<file path="src/rtl/bhargava_pkg.sv">
// rtl/bhargava_pkg.sv - shared command type, FSM states and legality helpers for the advance arbiter
package bhargava_pkg;

  localparam logic [4:0] MAX_ADVANCE = 5'd16;

  typedef struct packed {
    logic [4:0] advance;
    logic       align;
    logic       extend;
    logic       lock;
  } adv_cmd_t;

  typedef enum logic [2:0] {
    IDLE       = 3'd0,
    OWN0       = 3'd1,
    OWN1       = 3'd2,
    FLUSH      = 3'd3,
    FLUSH_WAIT = 3'd4
  } arb_state_t;

  // Extend wins over align; an extend always presents the full 16-bit advance.
  function automatic adv_cmd_t legalize(input adv_cmd_t c);
    adv_cmd_t r;
    r = c;
    if (c.extend) begin
      r.align   = 1'b0;
      r.advance = MAX_ADVANCE;
    end else if (c.advance > MAX_ADVANCE) begin
      r.advance = MAX_ADVANCE;
    end
    return r;
  endfunction

  function automatic logic cmd_illegal(input adv_cmd_t c);
    return (c.advance > MAX_ADVANCE) || (c.align && c.extend);
  endfunction

endpackage

</file>
<file path="src/rtl/advance_credit_ctr.sv">
// rtl/advance_credit_ctr.sv - downstream count-FIFO credit tracking with saturation and issue permit
module advance_credit_ctr #(
  parameter int CREDITS = 4,
  parameter int CRD_W   = $clog2(CREDITS + 1)
) (
  input  logic clk,
  input  logic rst,
  input  logic cnt_wr,
  input  logic fifo_pop,
  input  logic inflight,
  output logic permit,
  output logic err
);

  localparam logic [CRD_W-1:0] CRD_MAX = CRD_W'(CREDITS);

  logic [CRD_W-1:0] credits;

  always_ff @(posedge clk or posedge rst) begin
    if (rst) begin
      credits <= CRD_MAX;
    end else begin
      case ({cnt_wr, fifo_pop})
        2'b10:   if (credits != '0)      credits <= credits - 1'b1;
        2'b01:   if (credits != CRD_MAX) credits <= credits + 1'b1;
        default: credits <= credits;
      endcase
    end
  end

  assign err = (cnt_wr && !fifo_pop && credits == '0) ||
               (fifo_pop && !cnt_wr && credits == CRD_MAX);

  // A command on cnt_* this cycle will consume a credit that is not yet deducted.
  assign permit = credits > {{(CRD_W-1){1'b0}}, inflight};

endmodule

</file>
<file path="src/rtl/advance_arbiter.sv">
// rtl/advance_arbiter.sv - arbitrates parser and entropy-decoder commands onto the shared extend counter
module advance_arbiter
  import bhargava_pkg::*;
#(
  parameter  int CREDITS = 4,
  localparam int CRD_W   = $clog2(CREDITS + 1)
) (
  input  logic            clk,
  input  logic            rst,
  input  logic [1:0]      req_valid,
  output logic [1:0]      req_ready,
  input  logic [1:0][4:0] req_advance,
  input  logic [1:0]      req_align,
  input  logic [1:0]      req_extend,
  input  logic [1:0]      req_lock,
  input  logic            flush,
  output logic            flush_done,
  output logic            cnt_clk_en,
  output logic [4:0]      cnt_advance,
  output logic            cnt_align,
  output logic            cnt_extend_en,
  input  logic            cnt_wr,
  input  logic            fifo_pop,
  output logic            cmd_err
);

  arb_state_t state, state_nxt;
  logic       rr_ptr, rr_nxt;
  logic       flush_pend;
  logic       permit, credit_err;
  logic       win, take, issue_flush, cmd_bad;
  logic [1:0] ready;
  adv_cmd_t   cmd_in, cmd_out;

  advance_credit_ctr #(
    .CREDITS(CREDITS),
    .CRD_W  (CRD_W)
  ) u_credit (
    .clk     (clk),
    .rst     (rst),
    .cnt_wr  (cnt_wr),
    .fifo_pop(fifo_pop),
    .inflight(cnt_clk_en),
    .permit  (permit),
    .err     (credit_err)
  );

  assign cmd_in  = '{advance: req_advance[win], align: req_align[win],
                     extend: req_extend[win], lock: req_lock[win]};
  assign cmd_out = legalize(cmd_in);
  assign cmd_bad = cmd_illegal(cmd_in);

  assign req_ready = rst ? 2'b00 : ready;
  assign take      = |(req_ready & req_valid);

  always_comb begin
    ready       = 2'b00;
    state_nxt   = state;
    rr_nxt      = rr_ptr;
    win         = 1'b0;
    issue_flush = 1'b0;
    case (state)
      IDLE: begin
        if (flush_pend) begin
          state_nxt = FLUSH;
        end else if (|req_valid) begin
          // With both valid rr_ptr picks; otherwise the lone valid requester wins.
          win        = (req_valid == 2'b11) ? rr_ptr : req_valid[1];
          ready[win] = permit;
        end
      end
      OWN0: begin
        win      = 1'b0;
        ready[0] = permit;
      end
      OWN1: begin
        win      = 1'b1;
        ready[1] = permit;
      end
      FLUSH: begin
        if (permit) begin
          issue_flush = 1'b1;
          state_nxt   = FLUSH_WAIT;
        end
      end
      FLUSH_WAIT: state_nxt = IDLE;
      default:    state_nxt = IDLE;
    endcase
    if (take) begin
      if (cmd_out.lock) begin
        state_nxt = win ? OWN1 : OWN0;
      end else begin
        state_nxt = IDLE;
        rr_nxt    = ~win;
      end
    end
  end

  always_ff @(posedge clk or posedge rst) begin
    if (rst) begin
      state         <= IDLE;
      rr_ptr        <= 1'b0;
      flush_pend    <= 1'b0;
      flush_done    <= 1'b0;
      cnt_clk_en    <= 1'b0;
      cnt_advance   <= 5'd0;
      cnt_align     <= 1'b0;
      cnt_extend_en <= 1'b0;
      cmd_err       <= 1'b0;
    end else begin
      state  <= state_nxt;
      rr_ptr <= rr_nxt;
      // Leaving FLUSH absorbs any flush pulse arriving in the same cycle.
      if (issue_flush)  flush_pend <= 1'b0;
      else if (flush)   flush_pend <= 1'b1;
      flush_done    <= (state == FLUSH_WAIT);
      cnt_clk_en    <= take | issue_flush;
      cnt_advance   <= take ? cmd_out.advance : 5'd0;
      cnt_align     <= take ? cmd_out.align : issue_flush;
      cnt_extend_en <= take & cmd_out.extend;
      cmd_err       <= cmd_err | credit_err | (take & cmd_bad);
    end
  end

endmodule
</file>
<file path="config.mk">
export PLATFORM = sky130hd
export DESIGN_NAME = advance_arbiter
export DESIGN_NICKNAME = d
export VERILOG_FILES = /design/src/rtl/bhargava_pkg.sv /design/src/rtl/advance_credit_ctr.sv /design/src/rtl/advance_arbiter.sv
export SDC_FILE = /design/constraint.sdc
export NUM_CORES = 1
export LEC_CHECK = 0
export ABC_AREA = 1
export BUFFER_PORTS_ARGS = -buffer_cell sky130_fd_sc_hd__buf_2
export CORE_MARGIN = 2
export CORE_UTILIZATION = 28
export CTS_CLUSTER_SIZE = 12
export DETAILED_ROUTE_END_ITERATION = 8
export PLACE_DENSITY = 0.61
export SLEW_MARGIN = 30
export SYNTH_ARGS = -nofsm -noshare
export SYNTH_HDL_FRONTEND = slang
export SYNTH_SLANG_ARGS = --single-unit
export TNS_END_PERCENT = 50
</file>
<file path="constraint.sdc">
create_clock -name clk -period 1.6 [get_ports clk]
set_input_delay 0.08 -clock clk [delete_from_list [all_inputs] [get_ports clk]]
set_output_delay 0.08 -clock clk [all_outputs]
set_load 0.01 [all_outputs]
</file>
==> results.md <==
Critical path:
- The critical path required time is around 1500 ps.
- Of all nets on the critical path, the largest fanout is 3.
- The signal on the critical path passes through inv_2 -> ha_4 -> inv_2 -> nand2_2 -> nand2_4 -> nand2_4 -> nor2_4 -> and2_4 -> buf_6.
- The type of the worst setup path is reg -> out.
- The worst setup path is captured at an output pin.
- The worst setup path is launched from a flip-flop.
- On the critical path, the stage with the largest delay is an instance of sky130_fd_sc_hd__dfrtp_1.
- The family of cells with the greatest summed delay on the critical path is simple AND/OR/NAND/NOR gates.
- At the worst endpoint, the arrival time is between 1500 and 2000 ps.
- The critical path launch point is u_credit.credits[0].
- The critical path contains buffers and inverters numbering 3 combined.
- The startpoint identified for the worst register-to-register timing path is u_credit.credits[0].
- The largest stage delay on the critical path is 390 ps.

Outcome:
- The final reports fail on setup timing.
- The flow ran to the end, but the final reports show violations.

Drt:
- The number of vias in the routed layout is 999.
- For this run, the detailed router's first-pass iteration total came to 4.
- After detailed routing, the total wire length is between 2000 and 2500 um.
- In the routed design, unresolved DRC markers number 0.
- The vias per cell is about 4.2.
- The number of design-rule violations left by the first detailed-router iteration is 33.
- The detail route stage leaves a number of antenna-violating nets equal to 0.
- The routed wire length per instance is between 10 and 15 um.

Timing:
- Setup slack on the critical path of the routed design comes to -8.07 ps.
- Setup violations remaining at the end of the flow were counted as 1.
- The clock period minus worst slack is between 1500 and 2000 ps.
- For the final routed database, the setup TNS stands at -8.07 ps.
- For the final database, setup skew stands at approximately 2.7 ps.
- The post-route clock period utilization is 101%.
- Setup repair after global routing could not meet its margin everywhere.
- The highest achievable clock rate is a little over 0.6 GHz.
- The slew of the pin with the lowest slew margin is ~270 ps.
- The final hold violation count is 0.
- Final hold analysis gives a worst-case slack of approximately 54 ps.
- The count of final max-slew check failures came to 0.
- The worst pin sits at a relative slew slack of 82.1%.

Placed design:
- The cell area after placement is about 0.0014 mm2.
- The placed cell count is approximately 230.
- The number of port buffers is 34.
- The final RePlAce weighted congestion is just under 0.8.
- The HPWL after detailed placement is 1970 um.

Clock tree:
- Counting the buffers created by CTS gives 3.
- The H-tree depth is 1.
- The number of clock sinks seen by CTS is 18.
- For the worst-skew pair, the clock arrives at the later sink with an insertion delay of 250 ps.
- TritonCTS built the clock tree.
- The CTS root buffer is sky130_fd_sc_hd__clkbuf_8.
- Clock-pin slew was measured on the worst setup and hold paths at ~70 ps.
- The maximum clock path buffer count is 2.

Final layout:
- Of the cells placed in the final design, the portion with a size suffix greater than 1 is ~45%.
- The count of inserted antenna diode cells is 0.
- The final standard cell utilization of the core is a little over two fifths.
- The count of non-filler cells in the finished layout is roughly 240.
- The cell area after layout is 0.00156 mm2.
- The number of nets in the finished design is roughly 220.
- Relative to the synthesized area, the layout overhead comes to 41.4%.

Synth:
- Yosys attributes the largest share of cell area to sky130_fd_sc_hd__dfrtp_1 (38%), sky130_fd_sc_hd__nand2_1 (13%), sky130_fd_sc_hd__inv_1 (7.5%), sky130_fd_sc_hd__nand3_1 (6.8%), sky130_fd_sc_hd__nand2_4 (5.1%).
- The proportion of synthesized flip-flops having asynchronous set or reset is 100%.
- In the synthesized netlist the dominant register cell turns out to be sky130_fd_sc_hd__dfrtp_1.
- Summed over all instances, the cell type with the most area after synthesis is sky130_fd_sc_hd__dfrtp_1.
- The post-synthesis register bit count is 18.
- In the post-synthesis netlist, the cell with the most instances is sky130_fd_sc_hd__nand2_1.
- In this run the mean area of a mapped cell was approximately 8 um2.
- The post-synthesis cell count is around 140.
- The mapped cell area is ~0.0011 mm2.
- The Yosys step of the flow raised 0 warnings.
- The synthesized netlist contains 27 unique library cells.
- The proportion of netlist area held by the largest area contributor is between 30 and 40%.
- Counting every net in the synthesized netlist gives 169.
- The count of flip-flops with a built-in enable after synthesis is 0.
- The commonest cells after synthesis are sky130_fd_sc_hd__nand2_1 (38), sky130_fd_sc_hd__inv_1 (22), sky130_fd_sc_hd__dfrtp_1 (17).
- After synthesis, flip-flops and latches occupy a little over 40% of the total area.

Floorplanning:
- The floorplan step defined a core boundary enclosing approximately 0.0037 mm2.
- From bottom edge to top edge, the die measures roughly 67 um.
- The die boundary width is around 67 um.
- The boundary pin count is 35.
- Row generation in the floorplan step produced 22 rows.
- The die outline area is 0.00447 mm2.
- Once the floorplan was initialized, standard cells occupied 29.8% of the core.

Global route:
- The total overflow left after global routing is 0.
- The global-route wire length before repair is between 3000 and 4000 um.
- The total track usage is between 10% and 20%.
- The number of antenna violations at the first check in global routing is 0.
- The number of global-route vias before repair came to just over 900.
- The pin count of the biggest net entering global routing is 19.

Power and ir drop:
- The peak ir drop on the vdd network is about 0.54 mV.
- For this design the ratio of total power to cell area is approximately 1600 mW/mm2.
- Summed over all cells, the static leakage comes to 0.877 nW.

Worst hold path:
- The path class of the tightest hold or removal check is in -> reg.
- The worst hold path begins at flush.

Run:
- The number of max-cap violations is 0.
==> state kept, by name, indices dropped and copies added (netlist names) <==
signal and count:
cmd_err 1, cnt_advance 5, cnt_align 1, cnt_clk_en 1
cnt_extend_en 1, flush_done 1, flush_pend 1, rr_ptr 1
state 3, u_credit.credits 3
==> metrics by stage <==
stage	total power [mW]	setup slack [ps]
2_1_floorplan	1.63	-5.15
3_3_place_gp	1.94	-31.7
3_5_place_dp	1.96	-98.8
4_1_cts	2.41	8.55
5_1_grt	2.82	-76.4
6_report	2.58	-8.07
==> power breakdown <==
| group | internal [mW] | switching [mW] | leakage [nW] |
|---|---|---|---|
| combinational | 0.617 | 0.884 | 0.621 |
| clock | 0.218 | 0.150 | 0.0288 |
| sequential | 0.606 | 0.101 | 0.227 |
| total | 1.44 | 1.13 | 0.877 |
==> layout by cell type (no fill, tap or decap), types with 2 or more instances in the layout <==
master	synthesis	final
sky130_fd_sc_hd__nand2_1	38	35
sky130_fd_sc_hd__buf_2	0	33
sky130_fd_sc_hd__inv_1	22	19
sky130_fd_sc_hd__dfrtp_1	17	17
sky130_fd_sc_hd__nand3_1	15	12
sky130_fd_sc_hd__buf_4	0	10
sky130_fd_sc_hd__nor2_1	12	9
sky130_fd_sc_hd__inv_2	4	6
sky130_fd_sc_hd__nand2_4	5	6
sky130_fd_sc_hd__nor2_2	2	4
sky130_fd_sc_hd__nand3_2	2	4
sky130_fd_sc_hd__a21oi_2	0	4
sky130_fd_sc_hd__clkbuf_8	0	4
sky130_fd_sc_hd__nor2_4	1	2
sky130_fd_sc_hd__nand2_2	1	2
sky130_fd_sc_hd__o211ai_1	2	2
sky130_fd_sc_hd__ha_1	3	2
==> what timing repair did <==
| item | 4_1_cts | 5_1_grt |
|---|---|---|
| hold endpoints to repair | 17 | 0 |
| setup buffers | 1 | 0 |
| pin swaps | 4 | 9 |
| endpoints found under the setup margin | 12 | 11 |
| hold buffers | 1 | 0 |
| gates resized for setup | 7 | 17 |
==> layer usage <==
metal	vias up	global-route usage [%]	part of all wire, %	wire (um)
met5	-	0	0	0
met2	25	19.0	50	1230
met4	0	1.53	0	0
li1	533	-	-	-
met3	0	3.55	6.1	150
met1	441	16.1	44	1080
==> kinds of logic (layout without fill, tap and decap cells) <==
kind of cell	count (synthesis)	after routing	synth area share, %
buffers and inverters	27	75	10.6
XOR/XNOR	1	1	0.792
adder cells (fa/ha/maj)	4	4	5.20
flip-flops	18	18	40.8
AND/OR/NAND/NOR	80	80	35.5
AO/OA/AOI/OAI	12	12	7.01
==> area by class of cell <==
type                    instances  area [um2]
well taps                      48        60.1
flip-flops and latches         18         452
inverters                      26         100
repair buffers                 45         262
fillers                       412        2150
clock buffers                   4        55.1
multi-input cells              97         636
==> worst min-delay path: stages <==
cell	delay (ps)
sky130_fd_sc_hd__buf_2	80
sky130_fd_sc_hd__nor2_1	30
sky130_fd_sc_hd__nor2_1	80
==> path summary, 6_finish.rpt <==
path / endpoint / slack (ps) / cells after the start
max in group asynchronous: u_credit.credits[2] / 850 / 4
worst max-delay path: req_ready[0] / -8 / 9
worst min-delay path: flush_pend / 50 / 3
worst min register to register: rr_ptr / 520 / 2
min in group asynchronous: cnt_advance[1] / 500 / 4
worst max register to register: cmd_err / 20 / 13
No activity file was read; power rests on OpenSTA's default activity.
